[config.mk]
export PLATFORM = sky130hd
export DESIGN_NAME = lut_multiplier_seq_param
export DESIGN_NICKNAME = d
export VERILOG_FILES = /design/src/rtl/lut_multiplier_seq_param.sv
export SDC_FILE = /design/constraint.sdc
export NUM_CORES = 2
export LEC_CHECK = 0
export CORE_MARGIN = 2
export CORE_UTILIZATION = 30
export DETAILED_ROUTE_END_ITERATION = 6
export PLACE_DENSITY = 0.49
export SKIP_CTS_REPAIR_TIMING = 1
export SYNTH_ARGS = -nofsm -noshare
export SYNTH_HDL_FRONTEND = slang
export SYNTH_SLANG_ARGS = --single-unit
export TNS_END_PERCENT = 50
[constraint.sdc]
create_clock -name clk_mul -period 46.6 [get_ports clk_mul]
set_input_delay 6.99 -clock clk_mul [delete_from_list [all_inputs] [get_ports clk_mul]]
set_output_delay 6.99 -clock clk_mul [all_outputs]
set_load 0.02 [all_outputs]
[src/rtl/lut_multiplier_seq_param.sv]
// Purpose: iterative unsigned WIDTH x WIDTH -> 2*WIDTH multiplier using a table of multiples of A.
// Latency: accept edge E -> out_valid after E+(2^DIGIT-1)+WIDTH/DIGIT (E+WIDTH/DIGIT on table reuse).
// Backpressure: in_ready only in IDLE; result/out_valid held in DONE until out_ready.
//
// Ports:
//   clk_mul    - clock, all state changes on rising edge
//   resetn_mul - asynchronous reset, active HIGH despite the name (1 = in reset)
//   in_valid / in_ready / src_a / src_b - operand handshake (src_a is tabled, src_b is sliced)
//   out_valid / out_ready / result      - product handshake
//   busy       - high while building the table or accumulating
// Optional feature macro: LUT_MULT_TABLE_REUSE_EN -- keeps the table and stored A
// across operations and skips BUILD when the new multiplicand matches.
module lut_multiplier_seq_param #(
    parameter int WIDTH = 32,
    parameter int DIGIT = 4
) (
    input  logic                 clk_mul,
    input  logic                 resetn_mul,
    input  logic                 in_valid,
    output logic                 in_ready,
    input  logic [WIDTH-1:0]     src_a,
    input  logic [WIDTH-1:0]     src_b,
    output logic                 out_valid,
    input  logic                 out_ready,
    output logic [2*WIDTH-1:0]   result,
    output logic                 busy
);

    localparam int DEPTH   = 1 << DIGIT;
    localparam int SLICES  = WIDTH / DIGIT;
    localparam int SLICE_W = (SLICES > 1) ? $clog2(SLICES) : 1;
    localparam int ENTRY_W = WIDTH + DIGIT;
    localparam int PROD_W  = 2 * WIDTH;
    localparam int SH_W    = $clog2(PROD_W) + 1;

    generate
        if (DIGIT < 1 || DIGIT > 6 || (WIDTH % DIGIT) != 0) begin : g_param_check
            $error("lut_multiplier_seq_param: WIDTH must be a multiple of DIGIT and DIGIT in 1..6");
        end
    endgenerate

    typedef enum logic [1:0] {
        ST_IDLE  = 2'd0,
        ST_BUILD = 2'd1,
        ST_ACCUM = 2'd2,
        ST_DONE  = 2'd3
    } state_t;

    state_t               state_q;
    state_t               state_d;

    logic [WIDTH-1:0]     a_q;
    logic [WIDTH-1:0]     b_q;          // shifted right one digit per ACCUM cycle
    logic [ENTRY_W-1:0]   table_q [DEPTH];
    logic [DIGIT-1:0]     build_idx_q;
    logic [SLICE_W-1:0]   slice_q;
    logic [PROD_W-1:0]    acc_q;
    logic [PROD_W-1:0]    result_q;
    logic                 out_valid_q;

    logic                 accept;
    logic                 reuse_hit;
    logic                 build_last;
    logic                 slice_last;
    logic [DIGIT-1:0]     digit_sel;
    logic [SH_W-1:0]      shamt;
    logic [PROD_W-1:0]    addend;
    logic [PROD_W-1:0]    acc_sum;

`ifdef LUT_MULT_TABLE_REUSE_EN
    logic                 table_valid_q;
    assign reuse_hit = table_valid_q && (src_a == a_q);
`else
    assign reuse_hit = 1'b0;
`endif

    assign accept     = in_valid && (state_q == ST_IDLE);
    assign build_last = (build_idx_q == DIGIT'(DEPTH - 1));
    assign slice_last = (slice_q == SLICE_W'(SLICES - 1));
    // b_q is pre-shifted, so the current slice is always its low digit.
    assign digit_sel  = b_q[DIGIT-1:0];
    assign shamt      = SH_W'(slice_q) * SH_W'(DIGIT);
    assign addend     = PROD_W'(table_q[digit_sel]) << shamt;
    assign acc_sum    = acc_q + addend;

    assign in_ready   = (state_q == ST_IDLE);
    assign busy       = (state_q == ST_BUILD) || (state_q == ST_ACCUM);
    assign out_valid  = out_valid_q;
    assign result     = result_q;

    always_ff @(posedge clk_mul or posedge resetn_mul) begin
        if (resetn_mul) begin
            state_q <= ST_IDLE;
        end else begin
            state_q <= state_d;
        end
    end

    always_comb begin
        state_d = state_q;
        case (state_q)
            ST_IDLE:  if (accept)     state_d = reuse_hit ? ST_ACCUM : ST_BUILD;
            ST_BUILD: if (build_last) state_d = ST_ACCUM;
            ST_ACCUM: if (slice_last) state_d = ST_DONE;
            ST_DONE:  if (out_ready)  state_d = ST_IDLE;
            default:  state_d = ST_IDLE;
        endcase
    end

    always_ff @(posedge clk_mul or posedge resetn_mul) begin
        if (resetn_mul) begin
            a_q         <= '0;
            b_q         <= '0;
            build_idx_q <= '0;
            slice_q     <= '0;
            acc_q       <= '0;
            result_q    <= '0;
            out_valid_q <= 1'b0;
            for (int k = 0; k < DEPTH; k++) begin
                table_q[k] <= '0;
            end
`ifdef LUT_MULT_TABLE_REUSE_EN
            table_valid_q <= 1'b0;
`endif
        end else begin
            case (state_q)
                ST_IDLE: begin
                    if (accept) begin
                        a_q         <= src_a;
                        b_q         <= src_b;
                        acc_q       <= '0;
                        slice_q     <= '0;
                        build_idx_q <= DIGIT'(1);
`ifdef LUT_MULT_TABLE_REUSE_EN
                        // A rebuild overwrites entries progressively, so the
                        // table is untrusted until the build completes.
                        if (!reuse_hit) begin
                            table_valid_q <= 1'b0;
                        end
`endif
                    end
                end
                ST_BUILD: begin
                    // entry[0] stays zero; each entry is the previous plus A.
                    table_q[build_idx_q] <= table_q[build_idx_q - 1'b1] + ENTRY_W'(a_q);
                    build_idx_q          <= build_idx_q + 1'b1;
`ifdef LUT_MULT_TABLE_REUSE_EN
                    if (build_last) begin
                        table_valid_q <= 1'b1;
                    end
`endif
                end
                ST_ACCUM: begin
                    acc_q   <= acc_sum;
                    b_q     <= b_q >> DIGIT;
                    slice_q <= slice_q + 1'b1;
                    if (slice_last) begin
                        result_q    <= acc_sum;
                        out_valid_q <= 1'b1;
                    end
                end
                ST_DONE: begin
                    if (out_ready) begin
                        out_valid_q <= 1'b0;
                    end
                end
                default: ;
            endcase
        end
    end

endmodule

==> results.py <==
metrics = {
    "synth": {
        "yosysMostFrequentCell": "nand2_1",
        "synth_edf_count": 0,
        "yosysUniqueCellTypes": 81,
        "synth.area.top_cells": "dfrtp_1 45%, mux4_2 19%, o21ai_0 7.7%",
        "yosysWarnings": 0,
        "ys_ff_latch": 778,
        "syn_inst": 3922,
        "synthesis.nets": 4097,
        "netlist_area_sq_um": 42910,
        "synth_top_area_frac": 0.4537,
        "yosysSeqAreaShare": 0.4537,
        "syn_area_per_cell_sq_um": 10.94,
        "yosys.area.top_type": "dfrtp_1",
        "async_flop_share": 1.000,
        "synth-main-ff-cell": "dfrtp_1",
        "ys_top_cells_by_count": "834 x nand2_1, 778 x dfrtp_1, 664 x o21ai_0",
    },
    "clock_tree": {
        "clock_latency_ns": 0.70,
        "path_clk_slew_ns": 0.06,
        "cts_buffers": 92,
        "cts.sinks": 778,
        "root_buffer": "clkbuf_16",
        "cts_tree": "built",
        "cts_htree_levels": 3,
        "cts_buffer_depth": 3,
    },
    "sta": {
        "setup_viol": 0,
        "fin_crit_sh": 0.2174,
        "tns_ns": 0,
        "hold_viol": 0,
        "rsz0062_at_grt": "false",
        "slew_headroom": 0.1708,
        "clock.fmax_mhz": 98.71,
        "slew_violations": 0,
        "tightest_slew_ns": 1.235,
        "min_period_ns": 10.13,
        "skew_ns": 0.02618,
    },
    "routing": {
        "vias": 31170,
        "routed_wl_microns": 135800,
        "ant_nets": 0,
        "drt_iter0_markers": 2389,
        "via_per_inst": 5.334,
        "wl_per_cell_microns": 23.25,
        "first_pass_iters": 5,
        "drc_errors": 0,
    },
    "setup_path": {
        "crit_chain": "clkdlybuf4s50_1, inv_8, buf_4, buf_4, buf_4",
        "cp_max_fo": 109,
        "critPathBufInv": 5,
        "slowest_delay_ns": 0.86,
        "required_ns": 47.28,
        "cp.arrival_ns": 10.81,
        "cp-end-kind": "async pin",
        "cpMostUsedCell": "buf_4",
        "critPathKind": "in2async",
        "cpLargestDelayFamily": "buffers and inverters",
        "startpoint_type": "input port",
        "cpMaxStageDelayCell": "buf_4",
    },
    "global_route": {
        "met2_usage": 0.2982,
        "grt_pass1_wl_microns": 208000,
        "grt_util_met3": 0.02887,
        "grt_util_all_layers": 0.1866,
        "first_global_vias": 31230,
        "grt_max_degree": 157,
        "grt.overflow.total": 0,
        "use_met1": 0.2672,
        "grt_busiest_layer": "met2",
        "antenna_found_initial": 3,
    },
    "placement": {
        "numPortBuffers": 134,
        "routabilityCongestion": 0.8586,
        "place_hpwl_microns": 84020,
    },
    "pwr": {
        "p_total_mw": 4.140,
        "leakagePower_nw": 20.91,
        "vdd_ir_drop_max_mv": 0.05234,
        "powerDensity_nw_per_um2": 84.35,
    },
    "worst_hold_path": {
        "hp-class": "reg2reg",
    },
    "final_layout": {
        "area_delta_synth_final_pct": 14.38,
        "nFillCells": 14120,
        "drive_gt1_frac": 0.1756,
        "final_nets": 4056,
    },
    "run": {
        "drv_cap": 0,
    },
    "die": {
        "die_h_microns": 382.2,
        "ios": 135,
        "start_util": 0.3027,
        "dieArea_sq_um": 146100,
        "rows": 138,
        "core_area_sq_um": 141800,
        "die_x_microns": 382.2,
    },
    "status": {
        "outcome": "finished clean",
    },
}
-- worst paths after layout --
| kind | end | start | cells after the start | slack (ns) |
|---|---|---|---|---|
| setup / recovery | table_q[233]$_DFFE_PP0P_ | resetn_mul | 5 | 36.47 |
| hold / removal | result[11]$_DFFE_PP0P_ | result[11]$_DFFE_PP0P_ | 2 | 0.47 |
| setup reg to reg | table_q[571]$_DFFE_PP0P_ | build_idx_q[0]$_DFFE_PP0P_ | 17 | 38.82 |
| hold reg to reg | result[11]$_DFFE_PP0P_ | result[11]$_DFFE_PP0P_ | 2 | 0.47 |
| max in group clk_mul | in_ready | state_q[1]$_DFFE_PP0P_ | 3 | 37.38 |
| min in group asynchronous | result[11]$_DFFE_PP0P_ | resetn_mul | 2 | 6.83 |
-- power breakdown --
part | total [mW] | internal [mW] | switching [mW]
logic | 2.30 | 0.836 | 1.46
registers | 1.10 | 0.893 | 0.208
clock network | 0.744 | 0.440 | 0.304
-- cells by family (layout without fill, tap and decap cells) --
group	after synthesis	after routing	synth area share
AND/OR/NAND/NOR	1041	1041	0.09823
AO/OA/AOI/OAI	1020	1020	0.1369
flip-flops	778	778	0.4537
multiplexers	514	514	0.2268
buffers and inverters	368	398	0.03341
adder cells (fa/ha/maj)	107	107	0.03155
XOR/XNOR	94	94	0.01936
other	0	1	0
-- cell usage in the layout, fill, tap and decap left out, types with 15 or more instances in the layout --
cell / netlist / routed
nand2_1: 834 / 822
dfrtp_1: 778 / 770
o21ai_0: 664 / 664
mux4_2: 359 / 359
clkdlybuf4s50_1: 0 / 134
a21oi_1: 114 / 113
ha_1: 105 / 103
clkbuf_16: 0 / 94
mux2i_1: 78 / 78
mux2_2: 77 / 77
nor2_1: 70 / 69
xnor2_1: 57 / 56
a22o_1: 53 / 53
buf_4: 2 / 49
inv_1: 47 / 46
a21o_1: 42 / 42
xor2_1: 36 / 36
nand4_1: 27 / 27
a31oi_1: 24 / 24
clkbuf_8: 0 / 23
nor3_1: 22 / 22
nand3_1: 25 / 21
o21bai_1: 19 / 19
clkbuf_1: 260 / 19
clkinv_2: 0 / 16
o21ai_1: 15 / 15
-- state kept, by name, summed over array words and instances, names as in the netlist --
signal	cells
table_q	576
acc_q	64
result	64
a_q	32
b_q	32
build_idx_q	4
slice_q	3
state_q	2
out_valid	1
-- worst min-delay path, cell delays in order (launching register included) --
cell	delay [ns]
dfrtp_1	0.34
nand2_1	0.05
nand2_1	0.05
-- routing by layer --
layer / routed length [microns] / vias to the layer above
met3: 6594 / 173
met4: 2858 / 0
met1: 63000 / 15900
li1: - / 14200
met2: 63370 / 892
met5: 0 / -
-- area by class of cell --
cell class	instances	area (sq um)	share of cell area
clock inverters	29	351.6	0.007163
inverters	48	187.7	0.003824
multi-input cells	2776	22200	0.4523
repair buffers	185	1749	0.03564
well taps	1890	2365	0.04818
clock buffers	136	2740	0.05583
diodes	1	2.502	0.00005098
flip-flops and latches	778	19490	0.3971
-- per-stage QoR --
step | hold slack (ns) | cell area, sq um | utilization | instances | worst slack [ns]
2_1_floorplan | 0.4496 | 42910 | - | 3922 | 17.77
3_3_place_gp | 0.4602 | 45990 | 0.3244 | 5677 | 35.55
3_5_place_dp | 0.4620 | 45990 | 0.3244 | 5677 | 35.54
4_1_cts | 0.4769 | 49080 | 0.3462 | 5842 | 36.28
5_1_grt | 0.5054 | 49080 | 0.3462 | 5842 | 35.90
6_report | 0.4716 | 49080 | 0.3462 | 5843 | 36.47
Note: power is estimated with default switching activity, not from simulation.
